$ cat src/rtl/mgmt_gmii_tx_mac_if.sv
`default_nettype none
// ============================================================================
// mgmt_gmii_tx_mac_if : EthernetTxBus byte stream with tx_ready back-pressure
// Rev 1.0
// ============================================================================
interface mgmt_gmii_tx_mac_if;
  logic        start;
  logic        data_valid;
  logic [2:0]  bytes_valid;
  logic [31:0] data;
  logic        ready;

  modport master (output start, data_valid, bytes_valid, data, input ready);
  modport slave  (input start, data_valid, bytes_valid, data, output ready);
endinterface
`default_nettype wire

$ cat src/rtl/mgmt_gmii_tx_mac.sv
`default_nettype none
// ============================================================================
// mgmt_gmii_tx_mac : byte stream to GMII (preamble/SFD, pad, FCS, IFG)
// Optional frame/byte counters enabled by macro MGMT_TX_MAC_STATS_EN.  Rev 1.0
// ============================================================================
module mgmt_gmii_tx_mac #(
  parameter int FIFO_DEPTH  = 16,
  parameter int IFG_CYCLES  = 12,
  parameter int MIN_PAYLOAD = 60
) (
  input  wire logic         tx_clk,
  input  wire logic         tx_rst_n,
  mgmt_gmii_tx_mac_if.slave tx_bus,
  output logic [7:0]        gmii_txd,
  output logic              gmii_tx_en,
  output logic              gmii_tx_er,
  output logic [2:0]        err_sticky
`ifdef MGMT_TX_MAC_STATS_EN
  ,
  output logic [31:0]       stat_frames,
  output logic [31:0]       stat_bytes
`endif
);

  localparam int PTR_W = $clog2(FIFO_DEPTH);
  localparam int IFG_W = $clog2(IFG_CYCLES + 1);
  localparam logic [10:0]      MIN_CNT = 11'(MIN_PAYLOAD);
  localparam logic [IFG_W-1:0] IFG_END = IFG_W'(IFG_CYCLES);

  typedef enum logic [2:0] {
    IDLE, PREAMBLE, SFD, DATA, PAD, FCS, IFG
  } state_t;

  state_t           state;
  logic             tx_ready;
  logic [8:0]       fifo_mem [FIFO_DEPTH];
  logic [PTR_W:0]   wr_ptr, rd_ptr;
  logic             fifo_empty, fifo_full, fifo_clear;
  logic             wr_en, wr_last, rd_en;
  logic [8:0]       fifo_head;
  logic [7:0]       hold_data;
  logic             hold_valid, in_frame, start_accept, byte_in;
  logic [2:0]       phase_cnt;
  logic [10:0]      byte_cnt, byte_cnt_inc;
  logic [IFG_W-1:0] ifg_cnt;
  logic [31:0]      crc, fcs_word;
  logic             protocol_err, overflow_err, underrun_err;
  logic             unused_data_hi;

  function automatic logic [31:0] crc32_byte(input logic [31:0] c, input logic [7:0] d);
    logic [31:0] r;
    r = c ^ {24'd0, d};
    for (int i = 0; i < 8; i++) begin
      r = r[0] ? ((r >> 1) ^ 32'hEDB8_8320) : (r >> 1);
    end
    return r;
  endfunction

  assign tx_bus.ready   = tx_ready;
  assign unused_data_hi = ^tx_bus.data[31:8];

  assign start_accept = (state == IDLE) && tx_bus.start;
  assign byte_in      = tx_bus.data_valid && (in_frame || start_accept);
  // The FIFO only holds bytes of the frame in flight; anything arriving
  // while idle or in the gap (e.g. after an underrun) is flushed.
  assign fifo_clear   = (state == IDLE) || (state == IFG);
  assign fifo_empty   = (wr_ptr == rd_ptr);
  assign fifo_full    = (wr_ptr[PTR_W] != rd_ptr[PTR_W]) &&
                        (wr_ptr[PTR_W-1:0] == rd_ptr[PTR_W-1:0]);
  assign wr_en        = hold_valid && !fifo_clear;
  assign wr_last      = !(tx_bus.data_valid && in_frame);
  assign rd_en        = (state == DATA) && !fifo_empty;
  assign fifo_head    = fifo_mem[rd_ptr[PTR_W-1:0]];
  assign byte_cnt_inc = (byte_cnt == 11'h7FF) ? byte_cnt : byte_cnt + 11'd1;
  assign fcs_word     = ~crc >> {phase_cnt[1:0], 3'b000};

  assign protocol_err = (tx_bus.start && (state != IDLE)) ||
                        (tx_bus.data_valid && (tx_bus.bytes_valid != 3'd1));
  assign overflow_err = wr_en && fifo_full;
  assign underrun_err = (state == DATA) && fifo_empty;

  always_ff @(posedge tx_clk) begin
    if (!tx_rst_n || (fifo_clear && !start_accept)) begin
      hold_valid <= 1'b0;
      in_frame   <= 1'b0;
      hold_data  <= 8'h00;
    end else begin
      hold_valid <= byte_in;
      in_frame   <= byte_in;
      if (byte_in) hold_data <= tx_bus.data[7:0];
    end
  end

  always_ff @(posedge tx_clk) begin
    if (wr_en && !fifo_full) fifo_mem[wr_ptr[PTR_W-1:0]] <= {wr_last, hold_data};
  end

  always_ff @(posedge tx_clk) begin
    if (!tx_rst_n || fifo_clear) begin
      wr_ptr <= '0;
      rd_ptr <= '0;
    end else begin
      if (wr_en && !fifo_full) wr_ptr <= wr_ptr + 1'b1;
      if (rd_en)               rd_ptr <= rd_ptr + 1'b1;
    end
  end

  always_ff @(posedge tx_clk) begin
    if (!tx_rst_n) begin
      state       <= IDLE;
      tx_ready    <= 1'b1;
      gmii_txd    <= 8'h00;
      gmii_tx_en  <= 1'b0;
      gmii_tx_er  <= 1'b0;
      err_sticky  <= 3'b000;
      phase_cnt   <= 3'd0;
      byte_cnt    <= 11'd0;
      ifg_cnt     <= '0;
      crc         <= 32'hFFFF_FFFF;
`ifdef MGMT_TX_MAC_STATS_EN
      stat_frames <= 32'd0;
      stat_bytes  <= 32'd0;
`endif
    end else begin
      err_sticky <= err_sticky | {protocol_err, underrun_err, overflow_err};
      gmii_tx_er <= 1'b0;
      case (state)
        IDLE: begin
          gmii_txd   <= 8'h00;
          gmii_tx_en <= 1'b0;
          tx_ready   <= 1'b1;
          if (tx_bus.start) begin
            state      <= PREAMBLE;
            tx_ready   <= 1'b0;
            gmii_txd   <= 8'h55;
            gmii_tx_en <= 1'b1;
            phase_cnt  <= 3'd1;
          end
        end
        PREAMBLE: begin
          gmii_txd   <= 8'h55;
          gmii_tx_en <= 1'b1;
          phase_cnt  <= phase_cnt + 3'd1;
          if (phase_cnt == 3'd6) state <= SFD;
        end
        SFD: begin
          gmii_txd   <= 8'hD5;
          gmii_tx_en <= 1'b1;
          crc        <= 32'hFFFF_FFFF;
          byte_cnt   <= 11'd0;
          state      <= DATA;
        end
        DATA: begin
          gmii_tx_en <= 1'b1;
          if (fifo_empty) begin
            gmii_txd   <= 8'h00;
            gmii_tx_er <= 1'b1;
            ifg_cnt    <= '0;
            state      <= IFG;
          end else begin
            gmii_txd <= fifo_head[7:0];
            crc      <= crc32_byte(crc, fifo_head[7:0]);
            byte_cnt <= byte_cnt_inc;
            if (fifo_head[8]) begin
              phase_cnt <= 3'd0;
              state     <= (byte_cnt_inc < MIN_CNT) ? PAD : FCS;
            end
          end
        end
        PAD: begin
          gmii_txd   <= 8'h00;
          gmii_tx_en <= 1'b1;
          crc        <= crc32_byte(crc, 8'h00);
          byte_cnt   <= byte_cnt_inc;
          if (byte_cnt_inc >= MIN_CNT) begin
            phase_cnt <= 3'd0;
            state     <= FCS;
          end
        end
        FCS: begin
          gmii_txd   <= fcs_word[7:0];
          gmii_tx_en <= 1'b1;
          phase_cnt  <= phase_cnt + 3'd1;
          if (phase_cnt == 3'd3) begin
            ifg_cnt <= '0;
            state   <= IFG;
`ifdef MGMT_TX_MAC_STATS_EN
            stat_frames <= stat_frames + 32'd1;
            // Preamble + SFD + FCS add 12 bytes on the wire around the payload.
            stat_bytes  <= stat_bytes + 32'(byte_cnt) + 32'd12;
`endif
          end
        end
        IFG: begin
          gmii_txd   <= 8'h00;
          gmii_tx_en <= 1'b0;
          if (ifg_cnt == IFG_END) begin
            state    <= IDLE;
            tx_ready <= 1'b1;
          end else begin
            ifg_cnt <= ifg_cnt + 1'b1;
          end
        end
        default: state <= IDLE;
      endcase
    end
  end

endmodule
`default_nettype wire

$ cat src/flat_wrapper.sv
// flat-port wrapper written by rule: the top's interface ports become plain ports
module mgmt_gmii_tx_mac_flat 
#(
  parameter int FIFO_DEPTH  = 16,
  parameter int IFG_CYCLES  = 12,
  parameter int MIN_PAYLOAD = 60
)
  (tx_clk, tx_rst_n, gmii_txd, gmii_tx_en, gmii_tx_er, err_sticky, tx_bus_start, tx_bus_data_valid, tx_bus_bytes_valid, tx_bus_data, tx_bus_ready);
  mgmt_gmii_tx_mac_if tx_bus_i ();
  input  wire logic tx_clk;
  input  wire logic tx_rst_n;
  output logic [7:0] gmii_txd;
  output logic gmii_tx_en;
  output logic gmii_tx_er;
  output logic [2:0] err_sticky;
  input wire logic [$bits(tx_bus_i.start)-1:0] tx_bus_start;
  input wire logic [$bits(tx_bus_i.data_valid)-1:0] tx_bus_data_valid;
  input wire logic [$bits(tx_bus_i.bytes_valid)-1:0] tx_bus_bytes_valid;
  input wire logic [$bits(tx_bus_i.data)-1:0] tx_bus_data;
  output wire logic [$bits(tx_bus_i.ready)-1:0] tx_bus_ready;
  assign tx_bus_i.start = tx_bus_start;
  assign tx_bus_i.data_valid = tx_bus_data_valid;
  assign tx_bus_i.bytes_valid = tx_bus_bytes_valid;
  assign tx_bus_i.data = tx_bus_data;
  assign tx_bus_ready = tx_bus_i.ready;
  mgmt_gmii_tx_mac #(.FIFO_DEPTH(FIFO_DEPTH), .IFG_CYCLES(IFG_CYCLES), .MIN_PAYLOAD(MIN_PAYLOAD)) u_core (.tx_clk(tx_clk), .tx_rst_n(tx_rst_n), .tx_bus(tx_bus_i), .gmii_txd(gmii_txd), .gmii_tx_en(gmii_tx_en), .gmii_tx_er(gmii_tx_er), .err_sticky(err_sticky));
endmodule
$ cat config.mk
export PLATFORM = sky130hd
export DESIGN_NAME = mgmt_gmii_tx_mac_flat
export DESIGN_NICKNAME = d
export VERILOG_FILES = /design/src/rtl/mgmt_gmii_tx_mac_if.sv /design/src/rtl/mgmt_gmii_tx_mac.sv /design/src/flat_wrapper.sv
export SDC_FILE = /design/constraint.sdc
export NUM_CORES = 1
export LEC_CHECK = 0
export ABC_AREA = 1
export CORE_ASPECT_RATIO = 1.2
export CORE_MARGIN = 8
export CORE_UTILIZATION = 38
export CTS_CLUSTER_DIAMETER = 30
export DETAILED_ROUTE_END_ITERATION = 10
export PLACE_DENSITY = 0.59
export SYNTH_ARGS = -nofsm -noshare
export SYNTH_HDL_FRONTEND = slang
export SYNTH_SLANG_ARGS = --single-unit
$ cat constraint.sdc
create_clock -name tx_clk -period 4.55 [get_ports tx_clk]
set_input_delay 1.1375 -clock tx_clk [delete_from_list [all_inputs] [get_ports tx_clk]]
set_output_delay 1.1375 -clock tx_clk [all_outputs]
set_load 0.01 [all_outputs]
==> results.json <==
{
  "outcome": "complete, no violations",
  "p_leak_nw": 6.22,
  "wl_per_cell_um": 17.2,
  "holdPathStages": 2,
  "path_class": "reg2reg",
  "start_kind": "flip-flop",
  "place_ws_ps": 1100,
  "drtPass1Iterations": 5,
  "ys_warn_count": 0,
  "synth_cell_types": 50,
  "cellPowerDensity_nw_per_um2": 622,
  "vias_per_cell": 5.12,
  "fin_util_pct": 46.2,
  "finalSetupViolations": 0,
  "r2r_cells": 11,
  "yosysMostFrequentCell": "nand2_1",
  "place_hpwl_mm": 22.6,
  "slew_headroom_pct": 24.7,
  "syn_to_final_growth_pct": 19.8,
  "synth_nets": 1561,
  "drive_gt1_share_pct": 11.0,
  "cts_hold_buf": 0,
  "drt_iter0_drc": 750,
  "drc": 0,
  "synth_common_cells": "nand2_1 (393), edfxtp_1 (144), nand3_1 (140), inv_1 (139), nor2_1 (118)",
  "vias": 10200,
  "ant_nets": 0,
  "crit_start": "u_core.state[0]",
  "die_h_um": 215,
  "die-area_um2": 38900,
  "num-nets-final": 1597,
  "die_x_um": 181,
  "cts_max_path_buffers": 3,
  "async_flop_share_pct": 0,
  "finalWorstSetupSlack_ps": 1010,
  "crit_chain": "nor2_1, nand2_1, nand2_1, inv_1, nor2_1, a21oi_2, buf_4, inv_2, nand3_1, o22ai_1, nand2_1",
  "synth-main-ff-cell": "edfxtp_1",
  "critPathSlowestCell": "nor2_1",
  "ys_ff_latch": 234,
  "whs_ps": 471,
  "drv_slew": 0,
  "rsz0062_at_grt": "no",
  "syn_area_per_cell_um2": 8.26,
  "skew_ps": 49.0,
  "synth_top_cell_by_area": "edfxtp_1",
  "h-tree-depth": 2,
  "antenna_cells": 0,
  "worstReg2RegEnd": "u_core.crc[28]",
  "min_period_ps": 3540,
  "synth_edf_count": 144,
  "grt.total_usage_pct": 17.4,
  "core.rowCount": 72,
  "initial_core_util_pct": 38.6,
  "cts_tree": "yes",
  "syn_inst": 1511,
  "insertion_delay_ps": 570,
  "routed_wirelength_mm": 34.4,
  "crit_required_ps": 4940,
  "grt-ovfl-total": 0,
  "path_max_fanout": 48,
  "cp-end-kind": "flip-flop",
  "cp.arrival_ps": 3930,
  "r2r_setup_slack_ps": 1010,
  "maxCapViolCount": 0,
  "antenna_found_initial": 0,
  "grt_max_degree": 83,
  "cts.sinks": 234,
  "post_cts_resized": 0,
  "path_clk_slew_ps": 40,
  "timing.rr.start": "u_core.state[0]",
  "fin_crit_sh_pct": 77.8,
  "max_freq_mhz": 283,
  "hold_path_end": "u_core.err_sticky[1]",
  "root_buffer": "clkbuf_16",
  "min_from": "u_core.err_sticky[1]",
  "num-fill-cells": 3098,
  "final-hold-violation-count": 0,
  "core_area_um2": 32300,
  "ys_seq_area_share_pct": 49.1,
  "fin_setup_tns_ps": 0,
  "postCtsSetupBuffers": 0,
  "io_buffers": 28,
  "place_congestion": 0.884,
  "peakVddDrop_uv": 329,
  "numCtsBuffers": 55,
  "yosys-top-cells-area": "edfxtp_1 (35%), dfxtp_1 (14%), nand2_1 (12%)",
  "slowest_delay_ps": 680,
  "io-pin-count": 53,
  "min_path_type": "reg2reg",
  "grt_pass1_wl_mm": 54.4,
  "worst_slew_pin_slew_ps": 1120,
  "cp_common_cell": "nand2_1",
  "grt_pass1_vias": 9883,
  "syn_area_um2": 12500,
  "synth_top_area_share_pct": 34.7
}
## placed cells by master (no fill, tap or decap), drive strengths merged, types with 2 or more instances in the layout
master and count:
o22ai 7, clkinv 28, and3 4, dfxtp 90
clkdlybuf4s50 28, clkbuf 69, o21ai 102, inv 151
a21oi 75, edfxtp 144, o211ai 20, clkinvlp 2
a22oi 2, a311oi 2, xnor2 43, nor2 119
xor2 55, nor3 11, a211oi 4, or2 10
nand3 148, nand2 426, o221ai 4, buf 14
bufinv 5, nand4 9, nor4 2, ha 11
## layer usage
metal	vias to the layer above	wire (um)	global-route usage, %
met5	-	0	0
met4	0	1070	6.95
met3	72	1660	2.90
met2	262	16900	30.2
met1	4812	14800	21.1
li1	5084	-	-
## cell type report
type | instances | area, um^2 | area share [%]
Sequential cell | 234 | 6130 | 41.0
Clock inverter | 34 | 367 | 2.45
Inverter | 152 | 571 | 3.82
Tap cell | 407 | 509 | 3.41
Multi-Input combinational cell | 1062 | 5420 | 36.3
Timing Repair Buffer | 42 | 385 | 2.58
Clock buffer | 69 | 1570 | 10.5
## worst max-delay path, delay by kind of cell, from the launching register on
kind	cells	cell delay, ps
simple gates	6	1590
buf+inv	3	1210
compound gates	2	200
flops	1	340
## metrics by stage
stage | cell area (um^2) | power, mW | cells
finish | 14900 | 9.30 | 2000
floorplan | 12500 | 4.63 | 1511
detailed placement | 13000 | 5.34 | 1897
global placement | 13000 | 5.29 | 1897
global route | 14900 | 9.80 | 2000
CTS | 14900 | 9.34 | 2000
## where the power goes
| group | total [mW] | internal [mW] | switching [mW] |
|---|---|---|---|
| Sequential | 2.70 | 2.44 | 0.260 |
| Combinational | 2.64 | 0.919 | 1.72 |
| Clock | 3.96 | 2.72 | 1.24 |
| Total | 9.30 | 6.08 | 3.22 |
## cells by family after synthesis
family	count (synthesis)	synth area share [%]
flops	234	49.1
buf+inv	215	7.45
xor+xnor	98	7.00
compound gates	223	9.99
fa+ha+maj	11	1.10
simple gates	730	25.4
## worst max path at each step
stage	slack, ps	depth (start not counted)	end
5_1_grt	750	12	u_core.crc[28]
3_3_place_gp	1100	11	u_core.crc[28]
2_1_floorplan	2210	7	u_core.hold_data[0]
6_report	1010	11	u_core.crc[28]
4_1_cts	1050	11	u_core.crc[28]
3_5_place_dp	1100	11	u_core.crc[28]
## sequential cells by signal (all words and copies together) (netlist names), 4 cells and up, named ones only
register,cells
u_core.byte_cnt,11
u_core.crc,32
u_core.fifo_mem,144
u_core.gmii_txd,8
u_core.hold_data,8
u_core.ifg_cnt,4
u_core.rd_ptr,5
u_core.wr_ptr,5
Power figures use the tool's default switching activity.
